<file path="src/rtl/rr_dispatcher_pkg.sv">
// Shared types for the one-to-N round-robin stream dispatcher.
package rr_dispatcher_pkg;

   typedef enum logic {
      ST_EMPTY = 1'b0,
      ST_FULL  = 1'b1
   } state_t;

endpackage

</file>
<file path="src/rtl/rr_pick.sv">
// Masked rotate-priority picker: first enabled index at or after start, wrapping.
module rr_pick #(
   parameter  int N  = 4,
   localparam int PW = $clog2(N)
) (
   input  logic [N-1:0]  en,
   input  logic [PW-1:0] start,
   output logic [PW-1:0] idx,
   output logic          found
);

   logic [N-1:0]   lo_mask;
   logic [2*N-1:0] dbl;

   always_comb begin
      for (int i = 0; i < N; i++) lo_mask[i] = (i < int'(start));
   end

   // Lower copy hides entries below start; the upper copy supplies the wrap-around.
   assign dbl = {en, en & ~lo_mask};

   // Scan from the top so the lowest set position wins.
   always_comb begin
      found = 1'b0;
      idx   = '0;
      for (int k = 2*N-1; k >= 0; k--) begin
         if (dbl[k]) begin
            found = 1'b1;
            idx   = PW'(k % N);
         end
      end
   end

endmodule

</file>
<file path="src/rtl/rr_dispatcher.sv">
// One-to-N round-robin stream dispatcher with a single-entry output register.
// Define RR_DISPATCHER_PKT_EN for per-packet routing with s_last_i/m_last_o.
module rr_dispatcher
   import rr_dispatcher_pkg::*;
#(
   parameter  int SLAVE_NUM  = 4,
   parameter  int DATA_WIDTH = 32,
   localparam int PTR_WIDTH  = $clog2(SLAVE_NUM)
) (
   input  logic                  clk_i,
   input  logic                  rst_i,
   input  logic [SLAVE_NUM-1:0]  en_i,
   input  logic                  s_valid_i,
   output logic                  s_ready_o,
   input  logic [DATA_WIDTH-1:0] s_data_i,
   output logic [SLAVE_NUM-1:0]  m_valid_o,
   input  logic [SLAVE_NUM-1:0]  m_ready_i,
   output logic [DATA_WIDTH-1:0] m_data_o,
   output logic [PTR_WIDTH-1:0]  m_sel_o
`ifdef RR_DISPATCHER_PKT_EN
   ,
   input  logic                  s_last_i,
   output logic                  m_last_o
`endif
);

   state_t                 state, state_nxt;
   logic [PTR_WIDTH-1:0]   ptr, tgt, tgt_inc, pick_start, pick_idx, new_tgt;
   logic                   pick_found;
   logic                   xfer, slot_free, accept, ptr_adv;

   assign tgt_inc    = (tgt == PTR_WIDTH'(SLAVE_NUM-1)) ? '0 : tgt + 1'b1;
   // When the slot refills in the same cycle it drains, the search starts after the draining target.
   assign pick_start = (state == ST_FULL) ? tgt_inc : ptr;

   rr_pick #(.N(SLAVE_NUM)) u_pick (
      .en    (en_i),
      .start (pick_start),
      .idx   (pick_idx),
      .found (pick_found)
   );

   assign xfer      = (state == ST_FULL) & m_ready_i[tgt];
   assign slot_free = (state == ST_EMPTY) | xfer;
   assign accept    = s_valid_i & s_ready_o;

`ifdef RR_DISPATCHER_PKT_EN
   logic in_pkt, last_q;

   // Mid-packet beats follow the packet's target regardless of the current enables.
   assign new_tgt  = in_pkt ? tgt : pick_idx;
   assign ptr_adv  = xfer & last_q;
   assign m_last_o = last_q;

   always_ff @(posedge clk_i or posedge rst_i) begin
      if (rst_i) begin
         in_pkt <= 1'b0;
         last_q <= 1'b0;
      end else if (accept) begin
         in_pkt <= ~s_last_i;
         last_q <= s_last_i;
      end
   end
`else
   assign new_tgt = pick_idx;
   assign ptr_adv = xfer;
`endif

   always_ff @(posedge clk_i or posedge rst_i) begin
      if (rst_i) state <= ST_EMPTY;
      else       state <= state_nxt;
   end

   always_comb begin
      state_nxt = state;
      m_valid_o = '0;
`ifdef RR_DISPATCHER_PKT_EN
      s_ready_o = slot_free & (in_pkt | pick_found);
`else
      s_ready_o = slot_free & pick_found;
`endif
      case (state)
         ST_EMPTY: begin
            if (accept) state_nxt = ST_FULL;
         end
         ST_FULL: begin
            m_valid_o[tgt] = 1'b1;
            if (xfer && !accept) state_nxt = ST_EMPTY;
         end
         default: state_nxt = ST_EMPTY;
      endcase
   end

   always_ff @(posedge clk_i or posedge rst_i) begin
      if (rst_i) begin
         m_data_o <= '0;
         tgt      <= '0;
         ptr      <= '0;
      end else begin
         if (accept) begin
            m_data_o <= s_data_i;
            tgt      <= new_tgt;
         end
         if (ptr_adv) ptr <= tgt_inc;
      end
   end

   assign m_sel_o = tgt;

endmodule

</file>
<file path="config.mk">
export PLATFORM = sky130hd
export DESIGN_NAME = rr_dispatcher
export DESIGN_NICKNAME = d
export VERILOG_FILES = /design/src/rtl/rr_dispatcher_pkg.sv /design/src/rtl/rr_pick.sv /design/src/rtl/rr_dispatcher.sv
export SDC_FILE = /design/constraint.sdc
export NUM_CORES = 1
export LEC_CHECK = 0
export BUFFER_PORTS_ARGS = -buffer_cell sky130_fd_sc_hd__buf_2
export CORE_MARGIN = 2
export CORE_UTILIZATION = 45
export DETAILED_ROUTE_END_ITERATION = 12
export PLACE_DENSITY_LB_ADDON = 0.2
export SETUP_SLACK_MARGIN = 0.5
export SLEW_MARGIN = 20
export SYNTH_ARGS = -nofsm -noshare
export SYNTH_HDL_FRONTEND = slang
export SYNTH_HIERARCHICAL = 1
export SYNTH_SLANG_ARGS = --single-unit
</file>
<file path="constraint.sdc">
create_clock -name clk_i -period 2.1 [get_ports clk_i]
set_input_delay 0.21 -clock clk_i [delete_from_list [all_inputs] [get_ports clk_i]]
set_output_delay 0.21 -clock clk_i [all_outputs]
set_load 0.01 [all_outputs]
</file>
Word-level counts from Yosys, hierarchy flattened
Cells that the tools add are included.

Input port bits: 43. Output and inout bits: 39. Flip-flop bits (word level): 37.

Bitwise gates (word level): 7. $lt $le $gt $ge: 5. Reduce and logical (&&, ||, !) cells: 3. Equal/unequal tests: 1. Add/subtract/negate cells: 1. Muxes and demuxes: 26.

Operators by type and width (number): two-way mux 2 bit (10); two-way mux 1 bit (12); bitwise AND 4 bit (1); < comparator 1 x 2 -> 1 bit, first input constant (2); two-way mux 4 bit (1); NOT 3 -> 4 bit (1); bitwise AND 1 bit (3); < comparator 2 x 3 -> 1 bit, second input constant (1); adder 2 x 1 -> 2 bit, second input constant (1); binary-select mux 1 bit (select 2 bit) (1); demux 1 bit (select 2 bit) (1); equality test 2 bit, second input constant (1); >= comparator 2 x 1 -> 1 bit, second input constant (1); logical AND 1 bit (2); < comparator 2 bit, first input constant (1); one-hot mux 1 bit (2 select lines) (1); logical NOT 1 bit (1); NOT 1 bit (1); OR 1 bit (1).

Depth between registers and ports, before layout
Gate-level depths: netlist of the first run.

Depth after elaboration: 16. Gate-level depth with buffers: 8.

Hierarchy
The synthesis of the first run kept the hierarchy.

Modules (own cells, without submodules): rr_dispatcher (seq. area each 925.9 um^2, area an instance 1625.3 um^2, instances 1, cells an instance 111); rr_pick (seq. area each 0.0 um^2, area an instance 77.6 um^2, instances 1, cells an instance 12).

Worst setup path before layout of the first run
Ideal clock, no wire load.

Kind: reg-to-reg. Start point: register tgt[0] (netlist: m_sel_o[0]). End point: register tgt[1] (netlist: m_sel_o[1]). Cell stages (with the launch flop): 7. Arrival time: 1.806 ns. Data required time: 1.975 ns. Slack: 0.170 ns. Library setup time: 0.125 ns. Cell sequence: dfrtp_1 > inv_1 > ha_1 > mux2_2 > nor3b_1 > a211oi_1 > mux2_2.

Elaborated cells between the ends (all ways): 21. Those cells by class: add/sub: 1; order compare: 3; eq/ne: 1; mux: 10; bitwise: 6.

RTL lines: from (decl) (line rr_dispatcher.sv:28) `logic [PTR_WIDTH-1:0] ptr, tgt, tgt_inc, pick_start, pick_idx, new_tgt;`; from (signal assigned) (line rr_dispatcher.sv:102) `tgt <= new_tgt;`; adder 2 x 1 -> 2 bit / equality test 2 bit (equally long branches) (line rr_dispatcher.sv:32) `assign tgt_inc = (tgt == PTR_WIDTH'(SLAVE_NUM-1)) ? '0 : tgt + 1'b1;`; two-way mux 2 bit (*) (line rr_dispatcher.sv:32); via tgt_inc[1] (line rr_dispatcher.sv:28); two-way mux 2 bit (*) (line rr_dispatcher.sv:34) `assign pick_start = (state == ST_FULL) ? tgt_inc : ptr;`; via pick_start[1] (line rr_dispatcher.sv:28); < comparator 2 bit (line rr_pick.sv:16) `for (int i = 0; i < N; i++) lo_mask[i] = (i < int'(start));`; NOT 3 -> 4 bit (*) (line rr_pick.sv:20) `assign dbl = {en, en & ~lo_mask};`; bitwise AND 4 bit (*) (line rr_pick.sv:20); two-way mux 2 bit (2 in a row) (line rr_pick.sv:27) `if (dbl[k]) begin`; two-way mux 2 bit (*) (line rr_pick.sv:27); via new_tgt[1] (line rr_dispatcher.sv:28).

The timed path passes the listed nets; every way through them passes the cells marked *. The select of a mux whose other input is x is not followed. A chain may end at the register's enable or synchronous reset.

Final worst setup path of the first run
Start point: register tgt[1] (netlist: m_sel_o[1]). End point: output s_ready_o.

Word-level cells in the longest chain between the ends: 10. Elaborated cells between the ends (all ways): 17. Those cells by class: add/sub: 1; order compare: 3; eq/ne: 1; mux: 7; bitwise: 5.

Ends and longest elaborated chain: adder 2 x 1 -> 2 bit / equality test 2 bit (equally long branches) (line rr_dispatcher.sv:32); two-way mux 2 bit (line rr_dispatcher.sv:32); two-way mux 2 bit (line rr_dispatcher.sv:34); < comparator 2 bit (line rr_pick.sv:16); NOT 3 -> 4 bit (line rr_pick.sv:20); bitwise AND 4 bit (line rr_pick.sv:20); two-way mux 1 bit (3 in a row) (line rr_pick.sv:27); bitwise AND 1 bit (*) (line rr_dispatcher.sv:80) `s_ready_o = slot_free & pick_found;`; to (decl) (line rr_dispatcher.sv:14) `output logic s_ready_o,`.

Every way passes the cells marked *; elsewhere a longest branch is shown, timed or not. The select of a mux whose other input is x is not followed.

==> results of run 1 <==
tightest hold or removal path, stage by stage:
cell and delay (ns):
buf_2 0.10, inv_1 0.04, buf_4 0.39
final timing paths:
| path | startpoint | to | slack [ns] | cells past startpoint |
|---|---|---|---|---|
| setup / recovery | m_sel_o[1] | s_ready_o | 0.32 | 5 |
| hold / removal | rst_i | m_data_o[13] | 0.02 | 3 |
| setup reg to reg | m_sel_o[0] | m_sel_o[0] | 0.32 | 9 |
| hold reg to reg | m_data_o[1] | m_data_o[1] | 0.50 | 1 |
| max in group asynchronous | rst_i | state | 1.74 | 3 |
| min in group clk_i | s_data_i[6] | m_data_o[6] | 0.15 | 2 |
stage by stage:
stage | setup TNS (ns) | cell area, µm²
5_1_grt | 0 | 2660
4_1_cts | 0 | 2560
3_3_place_gp | -0.555 | 2230
6_report | 0 | 2660
2_1_floorplan | 0 | 1760
3_5_place_dp | -2.57 | 2230
cells in the final DEF, fill, tap and decap left out, types with 3 or more instances in the layout:
cell	instances
inv_1	4
and2_1	7
buf_2	81
mux2_2	27
nand2_1	5
dfrtp_1	34
dfrtp_2	3
clkbuf_8	5
buf_6	9
mux2_4	10
buf_4	15
per-layer routing:
metal	up-vias	share of wire [%]
met1	675	39
li1	656	-
met5	-	0
met4	0	2.5
met2	56	52
met3	11	6.1
where the power goes:
part	total [mW]	internal (mW)	leakage [nW]	switching [mW]
sequential	1.25	1.07	0.429	0.174
clock	0.716	0.472	0.0681	0.244
combinational	2.27	1.24	0.820	1.03
total	4.23	2.78	1.32	1.45
flip-flops by register name, indices dropped and copies added, names as in the netlist:
register,flops
m_data_o,32
m_sel_o,2
ptr,2
state,1
cell families (layout without fill, tap and decap cells):
kind of cell | count (synthesis) | after routing | synth area share, %
multiplexers | 39 | 39 | 25.9
flip-flops | 37 | 37 | 54.4
adder cells (fa/ha/maj) | 4 | 4 | 2.94
AO/OA/AOI/OAI | 14 | 15 | 6.98
AND/OR/NAND/NOR | 19 | 19 | 6.32
buffers and inverters | 10 | 120 | 3.53
cells in the mapped netlist:
master	n
nand2_1	5
nor2b_1	1
o221ai_4	1
clkbuf_1	1
mux2_2	33
a2bb2oi_1	1
a22oi_1	1
nor3b_1	1
o211ai_1	1
a22o_1	2
dfrtp_1	37
a211oi_2	1
mux2i_1	2
inv_1	6
mux2_4	1
or4_1	1
o21ai_0	3
and2_1	7
nand2b_1	3
a21oi_1	2
a211oi_1	1
o22ai_1	1
nand3_1	1
ha_1	4
mux2_1	3
buf_6	3
final cells by class:
class / instances / share of cell area [%]
clock buffers: 5 / 2.59
clock inverters: 3 / 2.45
inverters: 6 / 1.04
multi-input cells: 77 / 32.6
flip-flops and latches: 37 / 35.0
well taps: 48 / 2.26
repair buffers: 106 / 24.1
repair_timing:
action / 4_1_cts / 5_1_grt
hold buffers: 0 / 0
buffers inserted: 14 / 5
cloned: 1 / 0
resized for setup: 15 / 14
setup endpoints to repair: 36 / 38
pin swaps: 5 / 4
==> results_dict.tcl, run 1 <==
set metrics [dict create \
    grt_pass1_wl_um 6370 \
    clock_latency_ns 0.28 \
    status "finished, final reports clean" \
    design_power_total_mw 4.23 \
    drtIter0Drc 36 \
    syn-num-nets 170 \
    cts_inserted_buffers 5 \
    synth_area_leaders "dfrtp_1, mux2_2, ha_1" \
    slowest_stage "dfrtp_2" \
    nets 280 \
    io_buffer_count 81 \
    syn-cell-area_um2 1700 \
    routabilityCongestion 0.787 \
    antenna_found_initial 0 \
    grt_usage_pct 19.9 \
    multiInputGateArea_um2 866 \
    clk_pin_slew_ns 0.07 \
    drive_gt1_share_pct 72.2 \
    io_pins 82 \
    fin_crit_ns 1.78 \
    hpwl_um 2660 \
    met1_usage_pct 21.8 \
    vdd.ir_drop.worst_mv 0.848 \
    vias_per_cell 4.96 \
    cts_max_path_buffers 2 \
    vias 1398 \
    worstSetupStartpointType "register" \
    hp-class "in2async" \
    cp_cell_sequence "mux2_4 > buf_6 > a2bb2oi_1 > and2_1 > buf_2" \
    start_util_pct 46.5 \
    finalWorstSetupSlack_ns 0.317 \
    synth-seq-area-share_pct 54.4 \
    worst_pin_slew_ns 0.450 \
    hold_violations 0 \
    setup_viol 0 \
    timing.fmax_ghz 0.561 \
    diodes 0 \
    top_usage_layer "met2" \
    rsz0062_at_grt "yes" \
    chipHeight_um 65.5 \
    cts_tree "done" \
    synth_top_area_cell "dfrtp_1" \
    crit_type "reg2out" \
    fin_skew_ns 0.00636 \
    slew_headroom_pct 70.0 \
    die_width_um 65.5 \
    use_met2_pct 36.7 \
    finish.utilization_pct 72.6 \
    p_per_area_nw_per_um2 1590 \
    drtPass1Iterations 4 \
    wl_per_cell_um 14.9 \
    worstPathMaxFanout 3 \
    ant_nets 0 \
    rows 22 \
    cpLargestDelayFamily "flip-flops" \
    placedCellCount 254 \
    met3_usage_pct 4.45 \
    globalRouteOverflowTotal 0 \
    p_leak_nw 1.32 \
    synth_seq_cells 37 \
    core_um2 3660 \
    synthToLayoutAreaGrowth_pct 56.0 \
    crit_buf_inv 2 \
    required_ns 1.89 \
    fin_crit_sh_pct 84.9 \
    grt_max_degree 38 \
    crit_arrival_ns 1.57 \
    die_area_um2 4290 \
    crit_path_end_kind "primary output" \
    nFillCells 245 \
    timing.hold.ws_ns 0.0236 \
    yosysUniqueCellTypes 26 \
    routed_wl_um 4190 \
    synth_top_area_share_pct 54.4 \
    htreeDepth 2 \
    synth.avg_cell_area_um2 13.8 \
    synthCells 123 \
    slew_viol_final 0 \
    critPathMaxStageDelay_ns 0.43 \
    remaining_drc_errors 0 \
    place_ws_ns -0.0947 \
    first_global_vias 1440 \
    finalNonFillerCells 282 \
    cts_sinks 37 \
    cts-root-buf "clkbuf_8" \
    max_cap_violations 0 \
    layout.area.seq_um2 930 \
    ys_warn_count 6 \
]
Power figures use the tool's default switching activity.
==> inputs of run 2 (changes only) <==
==> constraint.sdc (replaced) <==
create_clock -name clk_i -period 1.8 [get_ports clk_i]
set_input_delay 0.18 -clock clk_i [delete_from_list [all_inputs] [get_ports clk_i]]
set_output_delay 0.18 -clock clk_i [all_outputs]
set_load 0.01 [all_outputs]
==> run 2 against run 1 <==
  * Register-to-register slack worse by 0.28 ns
  * Critical path depth is 3 higher
  * Clock power is 4.3% higher
  * Cell count is 1.4% lower
  * Combinational power is 8% higher
  * Utilization is 0.75 points lower
  * Hold slack better by 0.078 ns
  * Clock-buffer cell count is 1 higher
  * Non-clock buffer count is 3 lower
  * Design area is 1.0% lower
  * Global-route usage is 0.20 points lower
  * Largest cell class unchanged
==> results_dict.tcl, run 2 (synthesized netlist as in run 1, its figures left out) <==
set metrics [dict create \
    status "finished, final reports clean" \
    place_ws_ns 0.00301 \
    clock_latency_ns 0.29 \
    grt_max_degree 20 \
    met3_usage_pct 6.68 \
    crit_path_end_kind "register" \
    finalWorstSetupSlack_ns 0.0358 \
    ant_nets 0 \
    cp-startpoint "m_sel_o[1]" \
    setup_viol 0 \
    hp-class "in2reg" \
    routabilityCongestion 0.801 \
    nets 276 \
    required_ns 1.96 \
    start_util_pct 46.5 \
    rsz0062_at_grt "yes" \
    cts_inserted_buffers 5 \
    design_power_total_mw 4.74 \
    timing.hold.ws_ns 0.102 \
    met1_usage_pct 21.0 \
    die_width_um 65.5 \
    vias 1378 \
    antenna_found_initial 0 \
    slew_viol_final 0 \
    layout_common_cells "buf_2, dfrtp_1, mux2_4, mux2_2, buf_4" \
    final_common_cell "buf_2" \
    worst_pin_slew_ns 0.245 \
    rows 22 \
    largest_reg_flops 32 \
    io_buffer_count 81 \
    slew_headroom_pct 83.6 \
    drtIter0Drc 33 \
    synthToLayoutAreaGrowth_pct 54.4 \
    top_usage_layer "met2" \
    fin_tns_setup_ns 0 \
    crit_type "reg2reg" \
    vias_per_cell 4.96 \
    first_global_vias 1431 \
    hold_violations 0 \
    timing.fmax_ghz 0.567 \
    critPathMaxStageDelay_ns 0.48 \
    finalNonFillerCells 278 \
    routed_wl_um 4110 \
    cts_max_path_buffers 2 \
    p_per_area_nw_per_um2 1800 \
    hold_path.startpoint "s_data_i[3]" \
    cp_cell_sequence "inv_2 > ha_4 > mux2_4 > nor3b_4 > buf_4 > a211oi_2 > o21ai_0 > o211ai_1" \
    use_met2_pct 35.1 \
    slowest_stage "dfrtp_2" \
    wl_per_cell_um 14.8 \
    drive_gt1_share_pct 70.9 \
    htreeDepth 2 \
    drtPass1Iterations 4 \
    fin_skew_ns 0.00676 \
    crit_arrival_ns 1.93 \
    clk_pin_slew_ns 0.08 \
    cts-root-buf "clkbuf_8" \
    max_cap_violations 0 \
    worstPathMaxFanout 8 \
    grt_pass1_wl_um 6330 \
    vdd.ir_drop.worst_mv 0.897 \
    grt_usage_pct 19.7 \
    io_pins 82 \
    p_leak_nw 1.33 \
    remaining_drc_errors 0 \
    placedCellCount 257 \
    chipHeight_um 65.5 \
    globalRouteOverflowTotal 0 \
    worstSetupStartpointType "register" \
    hpwl_um 2810 \
    diodes 0 \
    fin_crit_ns 1.76 \
    core_um2 3660 \
    cts_sinks 37 \
    reg2reg_from "m_sel_o[1]" \
    top_register "m_data_o" \
    fin_crit_sh_pct 98.0 \
    die_area_um2 4290 \
    cts_tree "done" \
]
[run 2: cell count changes in the layout (fill, tap and decap cells not counted), sizes merged]
| cell | previous run | this run |
|---|---|---|
| buf | 106 | 102 |
| bufinv | 2 | 1 |
| clkbuf | 5 | 6 |
| clkinv | 1 | 0 |
| clkinvlp | 0 | 1 |
| dlygate4sd3 | 0 | 1 |
| o221ai | 2 | 1 |
[run 2: area by class of cell]
type                            instances  area (µm²)
Tap cell                               48        60.1
Timing Repair Buffer                  103         632
Sequential cell                        37         930
Clock buffer                            6        82.6
Fill cell                             257        1030
Multi-Input combinational cell         76         862
Clock inverter                          2        37.5
Inverter                                6        25.0
[run 2: power by group]
group | total, mW | internal (mW) | switching, mW | leakage [nW]
Combinational | 2.46 | 1.41 | 1.06 | 0.841
Sequential | 1.52 | 1.25 | 0.274 | 0.429
Clock | 0.747 | 0.450 | 0.296 | 0.0574
Total | 4.74 | 3.11 | 1.63 | 1.33
[run 2: path summary, 6_finish.rpt]
path	endpoint	slack (ns)	depth (start not counted)
max in group asynchronous	state	0.94	4
worst min register to register	m_data_o[3]	0.49	1
worst min-delay path	m_data_o[3]	0.10	2
min in group asynchronous	m_data_o[25]	0.36	3
worst max register to register	m_sel_o[0]	0.04	8
worst max-delay path	m_sel_o[0]	0.04	8
[run 2: through the flow]
| step | area [µm²] | util [%] |
|---|---|---|
| detailed placement | 2280 | 62.2 |
| floorplan | 1760 | - |
| global route | 2630 | 71.8 |
| finish | 2630 | 71.8 |
| global placement | 2280 | 62.2 |
| CTS | 2550 | 69.6 |
[run 2: metal layers]
layer / vias to the layer above / part of all wire, %
met2: 45 / 54
met4: 0 / 0.54
li1: 644 / -
met3: 2 / 6.2
met1: 687 / 39
met5: - / 0
[run 2: timing repair]
action,CTS,global route
setup buffers,11,1
hold endpoints to repair,5,0
pin swaps,0,2
setup endpoints to repair,40,41
hold buffers,1,0
gates resized for setup,10,19
[run 2: worst max-delay path, delay by kind of cell, from the launching register on]
kind,cells,cell delay [ns]
AND/OR/NAND/NOR,1,0.21
AO/OA/AOI/OAI,3,0.21
flip-flops,1,0.48
multiplexers,1,0.30
buffers and inverters,2,0.24
adder cells (fa/ha/maj),1,0.20
